File: src/rtl/uart_rx_ctrl.sv
// rtl/uart_rx_ctrl.sv - receive-side controller: graceful receiver enable, byte FIFO, overrun and idle events
//
// Purpose: holds the UART receiver in reset while disabled and releases or
// re-asserts that reset without cutting a frame in half. Completed bytes are
// captured on rxDone into a small FIFO drained through a valid/ready handshake.
//
// Ports:
//   clk, rst            clock, synchronous active-high reset
//   rxEnable            level request to run the receiver
//   flush               pulse, empties the FIFO
//   rxLine              serial line as seen by the receiver
//   rxDone, rxByte      receiver done pulse and received byte
//   rxRst               registered reset to the receiver (1 while OFF)
//   outData, outValid   FIFO head byte (0 when empty) and non-empty flag
//   outReady            consumer accept
//   count               FIFO occupancy, 0..FIFO_DEPTH
//   overrun             sticky drop flag, cleared by clearOverrun
//   idleFlag            one-cycle pulse when the line goes idle after data
module uart_rx_ctrl #(
  parameter int FIFO_DEPTH  = 4,
  parameter int IDLE_CYCLES = 20,
  parameter int FRAME_IDLE  = 10
) (
  input  logic                        clk,
  input  logic                        rst,
  input  logic                        rxEnable,
  input  logic                        flush,
  input  logic                        rxLine,
  input  logic                        rxDone,
  input  logic [7:0]                  rxByte,
  output logic                        rxRst,
  output logic [7:0]                  outData,
  output logic                        outValid,
  input  logic                        outReady,
  output logic [$clog2(FIFO_DEPTH):0] count,
  output logic                        overrun,
  input  logic                        clearOverrun,
  output logic                        idleFlag
);

  localparam int AW = $clog2(FIFO_DEPTH);
  localparam int IW = $clog2(IDLE_CYCLES + 1);
  localparam int FW = $clog2(FRAME_IDLE + 1);
  localparam logic [AW:0]   FULL_CNT  = (AW + 1)'(FIFO_DEPTH);
  localparam logic [IW-1:0] IDLE_MAX  = IW'(IDLE_CYCLES);
  localparam logic [FW-1:0] FRAME_MAX = FW'(FRAME_IDLE);

  typedef enum logic [1:0] {S_OFF, S_RUN, S_STOP} state_t;

  state_t        state_q;
  logic          rx_rst_q;
  logic [7:0]    mem_q [FIFO_DEPTH];
  logic [AW-1:0] wr_ptr_q, rd_ptr_q;
  logic [AW:0]   count_q;
  logic          overrun_q;
  logic [IW-1:0] idle_q;
  logic          armed_q;
  logic          idle_flag_q;
  logic [FW-1:0] fidle_q, fidle_d;

  logic push_req, empty, full, pop, push, drop, stop_exit;

  assign push_req = rxDone & (state_q != S_OFF);
  assign empty    = (count_q == '0);
  assign full     = (count_q == FULL_CNT);
  assign pop      = ~empty & outReady & ~flush;
  // A pop in the same cycle frees the slot, so a full FIFO still accepts.
  assign push     = push_req & ~flush & (~full | pop);
  assign drop     = push_req & ~flush & full & ~pop;

  // Frame-idle run length; held at 0 outside STOPPING so entry starts clean.
  always_comb begin
    fidle_d = '0;
    if (state_q == S_STOP && rxLine) begin
      fidle_d = (fidle_q == FRAME_MAX) ? fidle_q : fidle_q + 1'b1;
    end
  end

  // Exit fires on the edge where the run length reaches FRAME_IDLE.
  assign stop_exit = rxDone | (fidle_d == FRAME_MAX);

  always_ff @(posedge clk) begin
    if (rst) begin
      state_q  <= S_OFF;
      rx_rst_q <= 1'b1;
      fidle_q  <= '0;
    end else begin
      fidle_q <= fidle_d;
      case (state_q)
        S_OFF: begin
          if (rxEnable) begin
            state_q  <= S_RUN;
            rx_rst_q <= 1'b0;
          end
        end
        S_RUN: begin
          if (!rxEnable) state_q <= S_STOP;
        end
        S_STOP: begin
          if (rxEnable) begin
            state_q <= S_RUN;
          end else if (stop_exit) begin
            state_q  <= S_OFF;
            rx_rst_q <= 1'b1;
          end
        end
        default: begin
          state_q  <= S_OFF;
          rx_rst_q <= 1'b1;
        end
      endcase
    end
  end

  always_ff @(posedge clk) begin
    if (push) mem_q[wr_ptr_q] <= rxByte;
  end

  always_ff @(posedge clk) begin
    if (rst) begin
      wr_ptr_q <= '0;
      rd_ptr_q <= '0;
      count_q  <= '0;
    end else if (flush) begin
      wr_ptr_q <= '0;
      rd_ptr_q <= '0;
      count_q  <= '0;
    end else begin
      if (push) wr_ptr_q <= wr_ptr_q + 1'b1;
      if (pop)  rd_ptr_q <= rd_ptr_q + 1'b1;
      if (push && !pop)      count_q <= count_q + 1'b1;
      else if (pop && !push) count_q <= count_q - 1'b1;
    end
  end

  always_ff @(posedge clk) begin
    if (rst)               overrun_q <= 1'b0;
    else if (drop)         overrun_q <= 1'b1;
    else if (clearOverrun) overrun_q <= 1'b0;
  end

  always_ff @(posedge clk) begin
    if (rst) begin
      idle_q      <= '0;
      armed_q     <= 1'b0;
      idle_flag_q <= 1'b0;
    end else begin
      idle_flag_q <= 1'b0;
      if (state_q == S_RUN) begin
        if (push_req) begin
          idle_q  <= '0;
          armed_q <= 1'b1;
        end else begin
          if (armed_q && idle_q == IDLE_MAX) begin
            idle_flag_q <= 1'b1;
            armed_q     <= 1'b0;
          end
          if (!rxLine)                idle_q <= '0;
          else if (idle_q != IDLE_MAX) idle_q <= idle_q + 1'b1;
        end
      end else begin
        idle_q  <= '0;
        armed_q <= 1'b0;
      end
    end
  end

  assign rxRst    = rx_rst_q;
  assign outValid = ~empty;
  assign outData  = empty ? 8'h00 : mem_q[rd_ptr_q];
  assign count    = count_q;
  assign overrun  = overrun_q;
  assign idleFlag = idle_flag_q;

endmodule

File: config.mk
export PLATFORM = sky130hd
export DESIGN_NAME = uart_rx_ctrl
export DESIGN_NICKNAME = d
export VERILOG_FILES = /design/src/rtl/uart_rx_ctrl.sv
export SDC_FILE = /design/constraint.sdc
export NUM_CORES = 1
export LEC_CHECK = 0
export CORE_UTILIZATION = 49
export DETAILED_ROUTE_END_ITERATION = 8
export PLACE_DENSITY = 0.72
export SLEW_MARGIN = 0
export SYNTH_ARGS = -nofsm -noshare
export SYNTH_HDL_FRONTEND = slang
export SYNTH_SLANG_ARGS = --single-unit
File: constraint.sdc
create_clock -name clk -period 2.6 [get_ports clk]
set_input_delay 0.65 -clock clk [delete_from_list [all_inputs] [get_ports clk]]
set_output_delay 0.65 -clock clk [all_outputs]
set_load 0.02 [all_outputs]
==> run summary, run 1 <==
largest family of logic cells by synthesized area -> simple AND/OR/NAND/NOR gates
min-delay src -> armed_q$_SDFFE_PP0P_
Clock Latency Late Sink -> 310 ps
top sig layer -> met4
Critical Path, Cell by Cell -> clkdlybuf4s50_1 > inv_2 > a2111oi_4 > ha_2 > inv_1 > fa_1 > xor2_1 > or3_1 > a21oi_2
layout cells sized above 1 -> 0.186
Final period util -> 0.970
CP Launch Type -> input port
I/O pin count -> 31
crit path capture -> count[2]$_SDFFE_PP0P_
Placer Congestion -> 0.807
unrepaired setup endpoints after global routing -> false
per-cell routed wire length -> 15.0 um
CTS Buf Count -> 5
Setup CP Type -> in2reg
post-synthesis mux area share -> 0.0830
vias in the first global route -> 1572
Syn Nets -> 209
Placed Area -> 2850 sq um
synthesized area -> 2410 sq um
Post-Synth XOR/XNOR Area -> 0.0399
fraction of the yosys area taken by sequential cells -> 0.598
R2R depth -> 9
most frequent cells in the layout -> edfxtp_1, dfxtp_1, clkdlybuf4s50_1
synthesized instance count -> 183
worst hold stages -> 1
Crit-path slowest cell -> clkdlybuf4s50_1
Yosys Warn Count -> 0
WL final -> 4390 um
WL met1 -> 1840 um
DR DRC count -> 0
setup TNS -> 0 ps
worst r2r dst -> count[2]$_SDFFE_PP0P_
row cnt -> 25
Min-Delay Path Class -> reg2reg
measured slew at the worst slew-check pin -> 432 ps
Vias -> 1524
clock-pin slew on the worst setup and hold paths -> 100 ps
drt via density -> 5.20
initial antenna violation count -> 0
# Post-CTS Setup Buffers -> 0
Post-Synth Adder-Cell Area -> 0.0550
leading cell type in the layout, fill and taps excluded -> edfxtp_1
Area growth, synth to finish -> 23.0%
Post-DP HPWL -> 3180 um
MaxCap Viol Count -> 0
Final Cell Area -> 2970 sq um
clk sink count -> 56
Starting Density -> 0.511
Post-Synth Simple-Gate Area -> 0.147
post-synthesis cell type count -> 38
diode count -> 0
pwr dens -> 555 nW/um^2
status -> finished, final reports clean
Final Hold Viols -> 0
CP peak stage delay -> 510 ps
Relative slew margins -> 0.709
f_max -> 396 MHz
first-pass GRT wire length -> 7310 um
Leak -> 1.08 nW
H-tree Lvls -> 2
minimum clock period -> 2520 ps
largest net degree at the start of global routing -> 19
die width -> 72.2 um
Final Setup Violations -> 0
worst r2r src -> count[0]$_SDFFE_PP0P_
ANT nets after route -> 0
core area -> 4720 sq um
Worst Path Required -> 2850 ps
Worst Setup SP -> rxDone
first drt pass iteration count -> 4
Max FO, Critical Path -> 2
reg2reg setup slack -> 200 ps
All-Layer GR Usage -> 0.189
critical path arrival -> 2770 ps
crit path capture type -> flop
VDD IR max -> 336 uV
die area -> 5210 sq um
Avg Inst Size Synth -> 13.2 sq um
gr ovfl total -> 0
Post-CTS Hold Buffers -> 0
Slew Limit Fails -> 0
CTS tree -> built
initial drt markers -> 96
Die Span Y -> 72.2 um
complex-gate fraction of the synthesized area -> 0.0539
Fin Clk Skew -> 9.23 ps
routed length on met2 -> 2310 um
CTS Buffer Depth -> 2
Clock Root Buffer -> clkbuf_8
DR WL met3 -> 172 um
I/O Buffers -> 30
post-layout net count -> 251
Yosys reg bits -> 56
-- worst min-delay path by stage --
stage,endpoint,slack (ps)
after global routing,idleFlag$_SDFF_PP0_,490
after global placement,armed_q$_SDFFE_PP0P_,460
after detailed placement,idleFlag$_SDFF_PP0_,480
final,idleFlag$_SDFF_PP0_,480
after floorplan,armed_q$_SDFFE_PP0P_,440
after CTS,idleFlag$_SDFF_PP0_,480
-- cells in the mapped netlist (all sizes together) --
cell | instances | area [sq um]
edfxtp | 32 | 961
dfxtp | 24 | 480
nor2 | 18 | 70.1
and2 | 12 | 80.1
inv | 11 | 41.3
ha | 9 | 113
mux4 | 8 | 180
nand2 | 8 | 30.0
xor2 | 8 | 70.1
a21oi | 7 | 35.0
nand3 | 4 | 20.0
clkbuf | 3 | 11.3
nor3b | 3 | 27.5
o211ai | 3 | 22.5
or2 | 3 | 18.8
or3 | 3 | 18.8
xnor2 | 3 | 26.3
and3 | 2 | 12.5
mux2i | 2 | 20.0
nand2b | 2 | 12.5
nand4 | 2 | 12.5
nor4 | 2 | 12.5
o21ai | 2 | 10.0
a2111oi | 1 | 27.5
a21bo | 1 | 10.0
a22oi | 1 | 7.51
a31o | 1 | 8.76
and3b | 1 | 8.76
buf | 1 | 5.00
fa | 1 | 20.0
nand4b | 1 | 8.76
nor3 | 1 | 5.00
nor4b | 1 | 8.76
o2111ai | 1 | 8.76
or2b | 1 | 7.51
-- area by class of cell --
type | count | area [sq um]
clock buffer | 5 | 68.8
fill | 375 | 1760
multi-input combinational | 112 | 925
timing repair buffer | 39 | 360
tap | 67 | 83.8
sequential | 56 | 1440
inverter | 11 | 41.3
clock inverter | 3 | 46.3
-- worst max-delay path, delay by kind of cell --
family | cells | cell delay [ps]
buffers and inverters | 3 | 630
adders and majority gates | 2 | 600
and+or+nand+nor | 1 | 390
AOI/OAI and AO/OA | 2 | 340
xor gates and xnor gates | 1 | 160
-- registers in the layout, indices dropped and copies added, names as in the netlist, named ones only --
name and flops:
fidle_q 4, overrun 1, wr_ptr_q 2, idle_q 5, rd_ptr_q 2, state_q 2, idleFlag 1, mem_q 32
armed_q 1, count 3, rxRst 1
-- where the power goes --
group          leakage (nW)  switching (mW)  internal (mW)
logic                 0.540          0.0583         0.0622
clock network        0.0548           0.284          0.290
registers             0.483         0.00791          0.944
-- layer usage --
layer,GRT usage,up-vias
li1,-,740
met1,0.220,740
met2,0.335,37
met3,0.0444,7
met4,0.0763,0
met5,0,-
-- cell families after synthesis --
logic type | Yosys count
AND/OR/NAND/NOR | 64
adder cells (fa/ha/maj) | 10
multiplexers | 10
buffers and inverters | 15
AO/OA/AOI/OAI | 17
XOR/XNOR | 11
flip-flops | 56
-- metrics by stage --
stage	power [mW]	util	hold WS, ps	std cells	setup WS, ps
2_1_floorplan	1.03	-	443	183	177
3_3_place_gp	1.09	0.603	458	285	-196
3_5_place_dp	1.09	0.603	477	285	-266
4_1_cts	1.66	0.625	479	293	57.3
5_1_grt	1.72	0.628	485	293	9.84
6_report	1.65	0.628	475	293	76.8
-- timing repair --
action	in CTS	in global routing
endpoints found under the setup margin	8	2
pin swaps	0	4
resized for setup	8	6
(Power assumes the default switching activity.)
==> run 2: changes to the inputs <==
--- a/config.mk
+++ b/config.mk
@@ -7,7 +7,7 @@
 export LEC_CHECK = 0
 export CORE_UTILIZATION = 49
 export DETAILED_ROUTE_END_ITERATION = 8
-export PLACE_DENSITY = 0.72
+export PLACE_DENSITY_LB_ADDON = 0.3
 export SLEW_MARGIN = 0
 export SYNTH_ARGS = -nofsm -noshare
 export SYNTH_HDL_FRONTEND = slang
==> run 2 against run 1 <==
  * Die area did not move
  * Combinational power barely moved
  * Via count fell by 1.8%
  * Critical path depth fell by 7
  * Non-clock buffer count rose by 4
  * Final area rose by 1.3%
  * Global-route usage fell by 2.6 points
  * Wire length fell by 8.3%
==> run summary, run 2 (synthesized netlist as in run 1, its figures left out) <==
status -> finished, final reports clean (unchanged)
post-layout net count -> 255 (was 251)
core area -> 4720 sq um (unchanged)
Vias -> 1497 (was 1524)
leading cell type in the layout, fill and taps excluded -> edfxtp_1 (unchanged)
Starting Density -> 0.511 (unchanged)
Cells after DPL -> 287 (was 285)
most frequent cells in the layout -> edfxtp_1, dfxtp_1, clkdlybuf4s50_1 (unchanged)
DR DRC count -> 0 (unchanged)
Setup CP Type -> reg2out (was in2reg)
largest net degree at the start of global routing -> 17 (was 19)
Max FO, Critical Path -> 11 (was 2)
Worst Path Required -> 1950 ps (was 2850 ps)
per-cell routed wire length -> 13.5 um (was 15.0 um)
CP peak stage delay -> 600 ps (was 510 ps)
diode count -> 0 (unchanged)
I/O Buffers -> 30 (unchanged)
Crit-path slowest cell -> clkdlybuf4s50_1 (unchanged)
first-pass GRT wire length -> 6330 um (was 7310 um)
layout cells sized above 1 -> 0.187 (was 0.186)
Slew Limit Fails -> 0 (unchanged)
Final Hold Viols -> 0 (unchanged)
worst r2r src -> count[1]$_SDFFE_PP0P_ (was count[0]$_SDFFE_PP0P_)
Post-Layout Cell Count -> 297 (was 293)
Post-DP HPWL -> 2850 um (was 3180 um)
Relative slew margins -> 0.737 (was 0.709)
CTS Buf Count -> 5 (unchanged)
Placed Area -> 2880 sq um (was 2850 sq um)
Final Cell Area -> 3000 sq um (was 2970 sq um)
first drt pass iteration count -> 4 (unchanged)
initial drt markers -> 74 (was 96)
Leak -> 1.11 nW (was 1.08 nW)
critical path arrival -> 1820 ps (was 2770 ps)
row cnt -> 25 (unchanged)
drt via density -> 5.04 (was 5.20)
Min-Delay Path Class -> reg2reg (unchanged)
min-delay src -> overrun$_SDFFE_PP0P_ (was armed_q$_SDFFE_PP0P_)
gr ovfl total -> 0 (unchanged)
Biggest register -> mem_q (unchanged)
clk sink count -> 56 (unchanged)
Placer Congestion -> 0.799 (was 0.807)
CTS Buffer Depth -> 2 (unchanged)
ANT nets after route -> 0 (unchanged)
max FFs per register -> 32 (unchanged)
unrepaired setup endpoints after global routing -> false (unchanged)
Final Setup Violations -> 0 (unchanged)
H-tree Lvls -> 2 (unchanged)
CTS tree -> built (unchanged)
Area growth, synth to finish -> 24.5% (was 23.0%)
Critical Path, Cell by Cell -> or3_1 > clkdlybuf4s50_1 (was clkdlybuf4s50_1 > inv_2 > a2111oi_4 > ha_2 > inv_1 > fa_1 > xor2_1 > or3_1 > a21oi_2)
Power Total -> 1.64 mW (was 1.65 mW)
Post-CTS Hold Buffers -> 0 (unchanged)
MaxCap Viol Count -> 0 (unchanged)
Clock Latency Late Sink -> 300 ps (was 310 ps)
final core occ -> 0.636 (was 0.628)
Die Span Y -> 72.2 um (unchanged)
crit path capture type -> output port (was flop)
pwr dens -> 546 nW/um^2 (was 555 nW/um^2)
die width -> 72.2 um (unchanged)
minimum clock period -> 2470 ps (was 2520 ps)
f_max -> 406 MHz (was 396 MHz)
top flop regs -> mem_q x32, idle_q x5, fidle_q x4 (unchanged)
Fin Clk Skew -> 7.44 ps (was 9.23 ps)
Final period util -> 0.948 (was 0.970)
initial antenna violation count -> 0 (unchanged)
I/O pin count -> 31 (unchanged)
Clock Root Buffer -> clkbuf_8 (unchanged)
die area -> 5210 sq um (unchanged)
clock-pin slew on the worst setup and hold paths -> 90 ps (was 100 ps)
WL final -> 4020 um (was 4390 um)
vias in the first global route -> 1387 (was 1572)
Worst Setup SP -> count[1]$_SDFFE_PP0P_ (was rxDone)
VDD IR max -> 277 uV (was 336 uV)
measured slew at the worst slew-check pin -> 395 ps (was 432 ps)
CP Launch Type -> flop (was input port)
All-Layer GR Usage -> 0.163 (was 0.189)
## run 2: final cells by class
type / count / area, sq um
inverters: 11 / 41.3
well taps: 67 / 83.8
clock inverters: 2 / 33.8
clock buffers: 6 / 82.6
repair buffers: 43 / 403
multi-input cells: 112 / 918
flip-flops and latches: 56 / 1440
fillers: 356 / 1720
## run 2: stage by stage
| step | hold WS (ps) | setup WS (ps) | setup TNS [ps] |
|---|---|---|---|
| 5_1_grt | 510 | 62.3 | 0 |
| 3_3_place_gp | 460 | -197 | -197 |
| 4_1_cts | 495 | 37.9 | 0 |
| 2_1_floorplan | 443 | 177 | 0 |
| 6_report | 486 | 135 | 0 |
| 3_5_place_dp | 474 | -270 | -270 |
## run 2: worst paths after layout
kind / end / slack [ps] / cells after the start
worst min register to register: overrun$_SDFFE_PP0P_ / 490 / 2
worst min-delay path: overrun$_SDFFE_PP0P_ / 490 / 2
worst max-delay path: outValid / 130 / 2
worst max register to register: count[2]$_SDFFE_PP0P_ / 230 / 9
## run 2: timing repair
item | 4_1_cts | 5_1_grt
pin swaps | 0 | 3
buffers inserted | 0 | 2
resized for setup | 8 | 4
setup endpoints to repair | 8 | 1
## run 2: power by group
part	internal (mW)	switching [mW]	leakage [nW]	total, mW
logic	0.0645	0.0583	0.565	0.123
clock network	0.310	0.257	0.0588	0.567
registers	0.944	0.00737	0.483	0.951
total	1.32	0.323	1.11	1.64
## run 2: per-layer routing
metal,vias up,part of all wire,GRT usage
met4,0,0.023,0.0806
met2,34,0.48,0.262
met3,10,0.033,0.0292
met5,-,0,0
li1,743,-,-
met1,710,0.47,0.214
## run 2: worst max-delay path: cells and delay by family (launching register included)
kind,cells,cell delay [ps]
buffers and inverters,1,600
flip-flops,1,380
AND/OR/NAND/NOR,1,540
==> RTL change 1: new RTL, flow settings as in run 1 <==
Change the parameter `FRAME_IDLE` from 10 to 11.
--- a/src/rtl/uart_rx_ctrl.sv
+++ b/src/rtl/uart_rx_ctrl.sv
@@ -19,7 +19,7 @@
 module uart_rx_ctrl #(
   parameter int FIFO_DEPTH  = 4,
   parameter int IDLE_CYCLES = 20,
-  parameter int FRAME_IDLE  = 10
+  parameter int FRAME_IDLE  = 11
 ) (
   input  logic                        clk,
   input  logic                        rst,
Check against the original RTL: no difference found for any inputs over 10 cycles, from zero or initial values and one cycle with rst high; that may be too few to reach the edited logic, so the function may still have changed.
==> RTL change 1 against run 1 <==
- the flow now finishes with violations (design-rule violations)
- final cell count decreased by 6.8%
- sequential cell count unchanged
- count of clock-buffer cells in the layout increased by 3
- routed wire length decreased by 3.6%
- synthesized area decreased by 2.2%
- setup slack improved by 52 ps
- cell area decreased by 1.3%
- total power decreased by 8.2%
- critical path type unchanged
- largest cell class unchanged
==> RTL change 1: results (changes against run 1) <==
peak supply drop=0.000316 V (-6.0%); CP max stage delay=480 ps (-30 ps); Worst EP arrival=2710 ps (-60 ps); initial antenna violation count=0 (unchanged); delay-heaviest family, CP=simple AND/OR/NAND/NOR gates; register area share after synthesis=61.1% (+1.4 points); Top Registers=mem_q x32, idle_q x5, fidle_q x4; synth top area cells=edfxtp_1 41%, dfxtp_1 20%, mux4_2 7.6%; pin count of the biggest net entering global routing=16 (-3); Nets=245 (-2.4%); distinct cell type count of the synthesized netlist=35 (-7.9%); Via density=5.39 (+3.6%); clk slew on worst S/H paths=90 ps; static leakage=0.00106 µW (-1.2%); CTS H-Tree Depth=2 (unchanged); Post-DP HPWL=3100 µm (-2.7%); DR pass1 iterations=6 (+2); Root Buffer=clkbuf_8; Yosys warnings=0 (unchanged); critical path peak fanout=4 (+2); number of synthesized flops with an enable pin=32 (unchanged); Mapped Nets=195 (-6.7%); GPL Wtd Cong=0.753 (-6.7%); Setup Slack @ Placement=-249 ps (+16.4 ps); Synth Area per Inst=13.9 µm² (+5.2%); ys flop type=edfxtp_1; placed cell area=0.00284 mm² (-0.40%); first-pass GRT wire length=6940 µm (-5.0%); status=finished, violations left; Clock Skew=6.56 ps (-2.67 ps); failing checks=design-rule violations; GRT Total Usage=18.2% (-0.72 points); DRT iter0 DRCs=92 (-4.2%); Hold Path Class=register to register; Synth top cells by count=32 x edfxtp_1, 24 x dfxtp_1, 16 x nor2_1, 12 x and2_1; share of layout cells above drive strength 1=17.2% (-1.4 points); Placed Cells incl. Taps=263 (-7.7%); Clock Path Buffers=2 (unchanged); ant diodes=0 (unchanged); TritonCTS buffer count=5 (unchanged); IO Port Bufs=30 (unchanged); post-route antenna net violation count=0 (unchanged); DRC=3 (+3); vias in the first global route=1501 (-4.5%); worst skew pair latency=300 ps; Least-Margin Pin Slew=438 ps (+5.61 ps); ys async rst share=0% (unchanged); wire per inst=15.5 µm (+3.5%); switching power=313 µW (-11%); die area=0.00509 mm² (-2.2%); Crit-path slowest cell=clkdlybuf4s50_1; post-route insts no fill=273 (-6.8%)
[RTL change 1: changes by cell type after synthesis, sizes merged, moves of 2 or more]
| cell | change |
|---|---|
| and3 | -2 |
| o211ai | -3 |
| nand2b | +3 |
| nor3b | -2 |
| nand2 | -6 |
| a211oi | +2 |
| nand3b | +3 |
| inv | -4 |
| nor2 | -2 |
[RTL change 1: worst paths after layout]
check | startpoint | endpoint | slack, ps | cells after the start
max | flush | count[2] | 130 | 8
min | armed_q | idleFlag | 470 | 2
max reg2reg | count[1] | count[2] | 160 | 9
min reg2reg | armed_q | idleFlag | 470 | 2
[RTL change 1: routing by layer]
layer  GRT usage (%)  up-vias  share of wire [%]
li1                -      713                  -
met1            21.5      718                 42
met2            32.6       31                 53
met3            3.52        9                3.3
met4            7.33        0                1.8
met5               0        -                  0
[RTL change 1: cell type report]
type	instances	area [µm²]
timing repair buffer	48	440
inverter	7	26.3
tap	52	65.1
sequential	56	1440
clock buffer	8	80.1
fill	319	1550
multi-input combinational	102	873
[RTL change 1: cells by family (layout without fill, tap and decap cells)]
family	count (synthesis)	after routing	synth area share [%]
adder cells (fa/ha/maj)	9	9	5.09
flip-flops	56	56	61.1
AND/OR/NAND/NOR	57	57	15.2
multiplexers	11	11	8.91
buffers and inverters	12	63	1.96
AO/OA/AOI/OAI	14	14	3.61
XOR/XNOR	11	11	4.08
[RTL change 1: worst reg2reg max path, stage by stage, from the launching register on]
cell	delay (ps)
dfxtp_1	380
or3_1	540
nand2_1	150
or2_2	120
ha_2	170
inv_1	50
fa_1	370
xor2_1	160
or3_1	310
a21oi_1	130
[RTL change 1: timing repair]
action	4_1_cts	5_1_grt
pin swaps	0	2
setup endpoints to repair	8	1
resized for setup	8	2
gates cloned	0	0
setup buffers	0	2
[RTL change 1: power by group through the flow]
stage	Sequential, µW	Clock [µW]	Combinational [µW]
detailed placement	970	0	120
finish	950	443	118
global placement	970	0	116
floorplan	973	0	50.5
global route	951	486	127
CTS	950	451	117
[RTL change 1: stage by stage]
stage               hold slack, ps  power, µW
global placement               444       1090
finish                         472       1510
detailed placement             452       1090
global route                   495       1560
CTS                            469       1520
floorplan                      430       1020
==> RTL change 2: new RTL, flow settings as in run 1 <==
Made on the original files. The 3 states of `state_t` get a one-hot encoding in 3 bits.
--- a/src/rtl/uart_rx_ctrl.sv
+++ b/src/rtl/uart_rx_ctrl.sv
@@ -45,7 +45,7 @@
   localparam logic [IW-1:0] IDLE_MAX  = IW'(IDLE_CYCLES);
   localparam logic [FW-1:0] FRAME_MAX = FW'(FRAME_IDLE);
 
-  typedef enum logic [1:0] {S_OFF, S_RUN, S_STOP} state_t;
+  typedef enum logic [2:0] {S_OFF = 3'b001, S_RUN = 3'b010, S_STOP = 3'b100} state_t;
 
   state_t        state_q;
   logic          rx_rst_q;
Function: no difference found for any inputs over 10 cycles, from zero or initial values and one cycle with rst high; not proved beyond that.
==> RTL change 2 against run 1 <==
- sequential cell count increased by 1
- final cell count increased by 6.8%
- cell area increased by 6.0%
- die area increased by 1.9%
- routed wire length increased by 8.2%
- setup slack improved by 40 ps
- hold slack got worse by 5.7 ps
- critical endpoint is now outData[3]
- fmax increased by 1.6%
- clock skew decreased by 3.1 ps
- synthesized area increased by 2.0%
- total power increased by 14%
- via count increased by 8.6%
==> RTL change 2: results (changes against run 1) <==
Hold Crit Endpoint=armed_q; register area share after synthesis=59.4% (-0.34 points); clk slew on worst S/H paths=60 ps (-40 ps); Int Power=1470 µW (+13%); Via density=5.29 (+1.7%); Placed Cells incl. Taps=295 (+3.5%); Post-DP HPWL=3300 µm (+3.7%); Least-Margin Pin Slew=396 ps (-36.7 ps); DRT iter0 DRCs=68 (-29%); Worst EP arrival=1830 ps (-940 ps); status=complete, no violations; routed via count=1655 (+8.6%); drt total wl=4750 µm (+8.2%); TritonCTS buffer count=9 (+4); delay-heaviest family, CP=simple AND/OR/NAND/NOR gates; Clock Skew=6.13 ps (-3.10 ps); Synth Area in Compound Gates=5.80% (+0.40 points); pin count of the biggest net entering global routing=11 (-8); GPL Wtd Cong=0.799 (-0.99%); Reg2Reg Setup Slack=150 ps (-50 ps); Mapped Nets=215 (+2.9%); DR pass1 iterations=4 (unchanged); Nets=268 (+6.8%); mux cell area share after synthesis=8.14% (-0.16 points); distinct cell type count of the synthesized netlist=39 (+2.6%); critical path peak fanout=10 (+8); worst setup path endpoint=outData[3]; synth top area cells=edfxtp_1 39%, dfxtp_1 20%, mux4_2 7.3%; WHS Path Cells=2 (+1); CTS H-Tree Depth=3 (+1); WS Path Type=register to primary output; adder-cell share of the synthesized area=5.39% (-0.11 points); static leakage=0.00121 µW (+12%); GRT Total Usage=19.7% (+0.76 points); Synth Area per Inst=13.0 µm² (-1.3%); Fillers=361 (-3.7%); XOR/XNOR share of the synthesized area=3.92% (-0.077 points); share of layout cells above drive strength 1=19.5% (+0.93 points); Yosys warnings=0 (unchanged); r2r startpoint=count[1]
-- RTL change 2: metal layers --
layer	vias up	track usage (%)	routed length (µm)	share of wire (%)
li1	791	-	-	-
met1	800	20.9	1950	41
met2	51	35.0	2470	52
met3	13	4.83	208	4.4
met4	0	12.2	117	2.5
met5	-	0	0	0
-- RTL change 2: area by class of cell --
class | count | area [µm²] | share of cell area (%)
tap | 67 | 83.8 | 2.67
timing repair buffer | 47 | 429 | 13.6
inverter | 9 | 33.8 | 1.07
clock inverter | 5 | 48.8 | 1.55
sequential | 57 | 1460 | 46.5
multi-input combinational | 118 | 961 | 30.5
clock buffer | 10 | 128 | 4.06
-- RTL change 2: worst min-delay path: stages, from the launching register on --
cell     delay [ps]
dfxtp_1         310
nand2_1          50
a21oi_1          50
-- RTL change 2: repair_timing --
| item | CTS | global route |
|---|---|---|
| pin swaps | 1 | 2 |
| setup endpoints to repair | 9 | 2 |
| resized for setup | 11 | 7 |
| endpoints found under the hold margin | 0 | 0 |
| buffers inserted | 1 | 2 |
-- RTL change 2: stage by stage --
| step | util (%) | area [µm²] | setup slack, ps | total power [µW] | hold WS (ps) |
|---|---|---|---|---|---|
| after CTS | 65.0 | 3110 | 5.27 | 1870 | 468 |
| after detailed placement | 61.2 | 2930 | -409 | 1140 | 455 |
| after global placement | 61.2 | 2930 | -269 | 1130 | 445 |
| after floorplan | - | 2460 | 196 | 1060 | 430 |
| final | 65.7 | 3150 | 116 | 1870 | 470 |
| after global routing | 65.7 | 3150 | 17.3 | 1940 | 488 |
-- RTL change 2: power groups by stage --
stage / Sequential (µW) / Combinational, µW / Clock [µW]
after CTS: 972 / 143 / 760
after floorplan: 991 / 67.5 / 0
after detailed placement: 991 / 144 / 0
after global placement: 990 / 138 / 0
after global routing: 973 / 159 / 803
final: 972 / 147 / 750
